==> src/rtl/elevator_pkg.sv <==
// ============================================================================
// Module : elevator_pkg
// Brief  : Shared types and defaults for the elevator queue / car controller.
// Rev    : 1.0
// ============================================================================
`default_nettype none

package elevator_pkg;

  localparam int DEF_FLOOR_COUNT = 7;
  localparam int DEF_FLOOR_W     = 3;

  typedef enum logic [1:0] {
    IDLE  = 2'd0,
    MOVE  = 2'd1,
    CLEAR = 2'd2,
    DOOR  = 2'd3
  } car_state_t;

  // One spare bit above the larger period so the saturating timer never aliases.
  function automatic int cnt_width(input int a, input int b);
    return $clog2((a > b) ? a : b) + 1;
  endfunction

endpackage

`default_nettype wire

==> src/rtl/elevator_req_scan.sv <==
// ============================================================================
// Module : elevator_req_scan
// Brief  : Splits the pending-request mask into here / above / below a floor.
// Rev    : 1.0
// ============================================================================
`default_nettype none

module elevator_req_scan
  import elevator_pkg::*;
#(
  parameter int FLOOR_COUNT = DEF_FLOOR_COUNT,
  parameter int FLOOR_W     = DEF_FLOOR_W
) (
  input  logic [FLOOR_COUNT-1:0] queue_status,
  input  logic [FLOOR_W-1:0]     floor_idx,
  output logic                   here,
  output logic                   above,
  output logic                   below
);

  always_comb begin
    here  = 1'b0;
    above = 1'b0;
    below = 1'b0;
    for (int i = 0; i < FLOOR_COUNT; i++) begin
      if (FLOOR_W'(i) == floor_idx) here  = here  | queue_status[i];
      if (FLOOR_W'(i) >  floor_idx) above = above | queue_status[i];
      if (FLOOR_W'(i) <  floor_idx) below = below | queue_status[i];
    end
  end

endmodule

`default_nettype wire

==> src/rtl/elevator_car_ctrl.sv <==
// ============================================================================
// Module : elevator_car_ctrl
// Brief  : LOOK-policy car motion / door controller fed by elevator_queue.
// Rev    : 1.0
// ============================================================================
`default_nettype none

module elevator_car_ctrl
  import elevator_pkg::*;
#(
  parameter int FLOOR_COUNT   = DEF_FLOOR_COUNT,
  parameter int FLOOR_W       = DEF_FLOOR_W,
  parameter int TRAVEL_CYCLES = 16,
  parameter int DOOR_CYCLES   = 32
) (
  input  logic                   clk,
  input  logic                   reset,
  input  logic [FLOOR_COUNT-1:0] queue_status,
  output logic                   q_r_nwr,
  output logic                   q_deassert,
  output logic [FLOOR_W-1:0]     q_floor,
  output logic [FLOOR_W-1:0]     current_floor,
  output logic                   motor_up,
  output logic                   motor_down,
  output logic                   door_open,
  output logic                   dir_up
);

  localparam int                 CNT_W       = cnt_width(TRAVEL_CYCLES, DOOR_CYCLES);
  localparam logic [CNT_W-1:0]   TRAVEL_LAST = CNT_W'(TRAVEL_CYCLES - 1);
  localparam logic [CNT_W-1:0]   DOOR_LAST   = CNT_W'(DOOR_CYCLES - 1);
  localparam logic [FLOOR_W-1:0] TOP_FLOOR   = FLOOR_W'(FLOOR_COUNT - 1);

  car_state_t           state_q,  state_d;
  logic [FLOOR_W-1:0]   floor_q,  floor_d;
  logic                 dir_up_q, dir_up_d;
  logic [CNT_W-1:0]     timer_q,  timer_d;

  logic                 here, above, below;
  logic                 here_nx, above_nx, below_nx;
  logic                 at_end;
  logic [FLOOR_W-1:0]   next_floor;
  logic [CNT_W-1:0]     timer_inc;

  assign at_end     = dir_up_q ? (floor_q == TOP_FLOOR) : (floor_q == '0);
  assign next_floor = at_end   ? floor_q
                    : dir_up_q ? floor_q + 1'b1 : floor_q - 1'b1;
  assign timer_inc  = (timer_q == '1) ? timer_q : timer_q + 1'b1;

  elevator_req_scan #(
    .FLOOR_COUNT (FLOOR_COUNT),
    .FLOOR_W     (FLOOR_W)
  ) u_scan_here (
    .queue_status (queue_status),
    .floor_idx    (floor_q),
    .here         (here),
    .above        (above),
    .below        (below)
  );

  // Second scan looks at the floor being arrived at, so arrival decisions need no extra cycle.
  elevator_req_scan #(
    .FLOOR_COUNT (FLOOR_COUNT),
    .FLOOR_W     (FLOOR_W)
  ) u_scan_next (
    .queue_status (queue_status),
    .floor_idx    (next_floor),
    .here         (here_nx),
    .above        (above_nx),
    .below        (below_nx)
  );

  always_comb begin
    state_d  = state_q;
    floor_d  = floor_q;
    dir_up_d = dir_up_q;
    timer_d  = timer_inc;
    case (state_q)
      IDLE: begin
        timer_d = '0;
        if (here) begin
          state_d = CLEAR;
        end else if (above && (dir_up_q || !below)) begin
          state_d  = MOVE;
          dir_up_d = 1'b1;
        end else if (below) begin
          state_d  = MOVE;
          dir_up_d = 1'b0;
        end
      end
      MOVE: begin
        if (timer_q == TRAVEL_LAST) begin
          timer_d = '0;
          if (at_end) begin
            state_d = IDLE;
          end else begin
            floor_d = next_floor;
            if (here_nx) begin
              state_d = CLEAR;
            end else if (!(dir_up_q ? above_nx : below_nx)) begin
              state_d = IDLE;
            end
          end
        end
      end
      CLEAR: begin
        timer_d = '0;
        state_d = DOOR;
      end
      DOOR: begin
        // The queue bit cleared on entry has settled by now; a set bit is a fresh hall call.
        if (timer_q == DOOR_LAST) begin
          timer_d = '0;
          state_d = here ? CLEAR : IDLE;
        end
      end
      default: begin
        timer_d = '0;
        state_d = IDLE;
      end
    endcase
  end

  always_ff @(posedge clk or posedge reset) begin
    if (reset) begin
      state_q  <= IDLE;
      floor_q  <= '0;
      dir_up_q <= 1'b1;
      timer_q  <= '0;
    end else begin
      state_q  <= state_d;
      floor_q  <= floor_d;
      dir_up_q <= dir_up_d;
      timer_q  <= timer_d;
    end
  end

  assign current_floor = floor_q;
  assign dir_up        = dir_up_q;
  assign motor_up      = (state_q == MOVE) &&  dir_up_q;
  assign motor_down    = (state_q == MOVE) && !dir_up_q;
  assign door_open     = (state_q == DOOR);
  assign q_r_nwr       = (state_q != CLEAR);
  assign q_deassert    = (state_q == CLEAR);
  assign q_floor       = (state_q == CLEAR) ? floor_q : '0;

endmodule

`default_nettype wire

==> config.mk <==
export PLATFORM = sky130hd
export DESIGN_NAME = elevator_car_ctrl
export DESIGN_NICKNAME = d
export VERILOG_FILES = /design/src/rtl/elevator_pkg.sv /design/src/rtl/elevator_req_scan.sv /design/src/rtl/elevator_car_ctrl.sv
export SDC_FILE = /design/constraint.sdc
export NUM_CORES = 1
export LEC_CHECK = 0
export CAP_MARGIN = 20
export CORE_MARGIN = 2
export CORE_UTILIZATION = 53
export DETAILED_ROUTE_END_ITERATION = 8
export PLACE_DENSITY_LB_ADDON = 0.2
export SYNTH_ARGS = -nofsm -noshare
export SYNTH_HDL_FRONTEND = slang
export SYNTH_SLANG_ARGS = --single-unit
==> constraint.sdc <==
create_clock -name clk -period 2.9 [get_ports clk]
set_input_delay 0.435 -clock clk [delete_from_list [all_inputs] [get_ports clk]]
set_output_delay 0.435 -clock clk [all_outputs]
set_load 0.01 [all_outputs]
==> impl_metrics.csv <==
group,metric,value,unit
run_status,status,"complete, no violations",
timing,period_needed,2.68,ns
global_route,grt_usage,0.260,
floorplanning,die_y,53.0,um
finish,final-seq-area,303,sq um
finish,fillCellCount,191,
yosys,async_reset_ff_frac,1.00,
timing,setup_slack,0.218,ns
placed_design,place.gp.congestion,0.882,
yosys,synth_top_area_frac,0.217,
floorplanning,boundaryPins,21,
floorplanning,initial_core_util,0.569,
critical_path,reg2reg_from,"current_floor[0]",
clock_tree,ctsHoldBuffers,0,
critical_path,end_kind,"flip-flop",
power,p_clk_frac,0.126,
power,p_switching,495,uW
finish,nets,201,
clock_tree,clk_latency,0.28,ns
route,drc,0,
route,wl_per_cell,15.5,um
placed_design,dpl.hpwl,2380,um
route,first_pass_iters,5,
critical_path,crit_type,"reg -> reg",
yosys,synthTopCellsByArea,"dfrtp_1, o21ai_0, ha_1",
clock_tree,cts.sinks,12,
finish,layout-drive-gt1-share,0.114,
power,power.internal,607,uW
power,power_leakage,0.633,nW
route,finalWirelength,3300,um
finish,multi_input_area,875,sq um
power,p_seq_frac,0.276,
power,p_sw_frac,0.449,
critical_path,crit_path_start,"current_floor[0]",
yosys,synth_area,1270,sq um
route,drt_iter0_markers,70,
timing,slew_headroom,0.529,
timing,finalSetupViolations,0,
yosys,yosysWarnings,0,
clock_tree,cts_max_level,1,
critical_path,worstSetupStartpointType,"flip-flop",
yosys,yosys.cell_count.top_type,"o21ai_0",
floorplanning,coreArea,2230,sq um
global_route,grt_pass1_wl,5350,um
yosys,syn_nets,180,
critical_path,required,3.07,ns
power,power_density,725,nW/um^2
clock_tree,post-cts-setup-buffers,0,
finish,fin_area,1520,sq um
route,ant_nets,0,
critical_path,critical_path.max_fanout,11,
clock_tree,tritoncts,"built",
yosys,synth-main-ff-cell,"dfrtp_1",
timing,max_clock_freq,0.373,GHz
finish,fin_cells,213,
yosys,netlist_top_cells_count,"o21ai_0, nor2_1, nand2_1, inv_1",
timing,fin_skew,0.00204,ns
global_route,grt_pass1_vias,1172,
floorplanning,rows,17,
yosys,synth_edf_count,0,
critical_path,crit_arrival,2.85,ns
yosys,ys_types,53,
yosys,synth_top_area_cell,"dfrtp_1",
timing,hold_viol_final,0,
clock_tree,clock_path_buffers,2,
timing,tightest_slew,0.700,ns
timing,finalSetupTns,0,ns
global_route,antenna_found_initial,0,
yosys,ys_seq_area_frac,0.237,
power,p_total,1.10,mW
placed_design,dp_slack,0.154,ns
critical_path,r2r_cells,9,
critical_path,r2r-end,"state_q[0]",
yosys,syn_area_per_cell,7.70,sq um
placed_design,port_buffers,20,
timing,min_period_over_period,0.925,
yosys,syn_inst,165,
route,num_vias,1317,
timing,rsz0062_at_grt,"no",
clock_tree,cts_buffers,3,
global_route,grt_max_degree,18,
critical_path,cp_slowest_stage_delay,0.59,ns
placed_design,dp.cells,209,
critical_path,crit_slowest_cell,"mux4_2",
critical_path,crit_path_cell_trace,"inv_1, ha_1, nor2b_1, mux4_2, a21o_2, a21oi_1, o22ai_1, nor4_2, o31ai_2",
clock_tree,clk_pin_slew,0.08,ns
route,viasPerCell,6.18,
power,ir_drop,0.521,mV
critical_path,reg2reg_slack,0.22,ns
global_route,grt-ovfl-total,0,
power,combPwrFrac,0.598,
timing,slew_violations,0,
yosys,synth-seq-cells,12,
clock_tree,cts_resized,0,
clock_tree,cts_root_buffer,"clkbuf_4",
finish,num_antenna_cells,0,
finish,area_delta_synth_final,19.6,%
floorplanning,die-area,2810,sq um
placed_design,place_area,1480,sq um
run,drv_cap,0,
floorplanning,chipWidth,53.0,um
hold_path,holdCritPathClass,"in -> async",
## through the flow
step / util / hold slack, ns
2_1_floorplan: - / 0.299
3_3_place_gp: 0.664 / 0.546
3_5_place_dp: 0.664 / 0.566
4_1_cts: 0.680 / 0.471
5_1_grt: 0.681 / 0.490
6_report: 0.681 / 0.457
## state kept, by name, indices dropped and copies added (netlist names), named ones only
register / cells
state_q: 2
current_floor: 3
dir_up: 1
timer_q: 5
## worst max-delay path by stage
stage,end,slack (ns),depth (start not counted)
after floorplan,state_q[0],0.32,10
after global placement,state_q[0],0.26,9
after detailed placement,state_q[0],0.15,9
after CTS,state_q[0],0.12,9
after global routing,state_q[0],0.06,9
final,state_q[0],0.22,9
## placed cells by master (no fill, tap or decap), types with 4 or more instances in the layout
cell type / netlist / final
dfrtp_1: 11 / 10
o22ai_1: 4 / 4
nor2_1: 16 / 16
o21ai_0: 17 / 16
ha_1: 6 / 6
and2_1: 5 / 5
inv_1: 14 / 14
clkdlybuf4s50_1: 0 / 20
a21oi_1: 11 / 11
nand2_1: 15 / 15
nand3_1: 6 / 6
nor2b_1: 5 / 5
## final cells by class
cell class | instances | share of cell area
multi-input cells | 132 | 0.575
well taps | 28 | 0.0230
inverters | 15 | 0.0370
flip-flops and latches | 12 | 0.199
repair buffers | 22 | 0.142
clock buffers | 4 | 0.0239
## cell families (layout without fill, tap and decap cells)
| kind of cell | count (synthesis) | in the layout | synth area share |
|---|---|---|---|
| xor+xnor | 4 | 4 | 0.0276 |
| mux | 4 | 4 | 0.0423 |
| flops | 12 | 12 | 0.237 |
| buf+inv | 21 | 41 | 0.0748 |
| simple gates | 62 | 62 | 0.257 |
| fa+ha+maj | 6 | 6 | 0.0591 |
| compound gates | 56 | 56 | 0.302 |
## power groups by stage
stage | sequential (mW) | combinational, mW | clock [mW]
after CTS | 0.301 | 0.648 | 0.143
after global placement | 0.298 | 0.623 | 0
after floorplan | 0.288 | 0.451 | 0
final | 0.305 | 0.659 | 0.139
after global routing | 0.315 | 0.726 | 0.148
after detailed placement | 0.304 | 0.641 | 0
## metal layers
metal / wire length (um) / track usage / share of wire
met1: 1540 / 0.363 / 0.47
met4: 40 / 0.0556 / 0.012
met3: 206 / 0.0480 / 0.062
met2: 1520 / 0.415 / 0.46
met5: 0 / 0 / 0
## critical path: cells and delay by family (launching register included)
kind / cells / cell delay [ns]
mux: 1 / 0.59
flops: 1 / 0.38
compound gates: 4 / 0.61
fa+ha+maj: 1 / 0.35
buf+inv: 1 / 0.23
simple gates: 2 / 0.39
No activity file was read; power rests on OpenSTA's default activity.
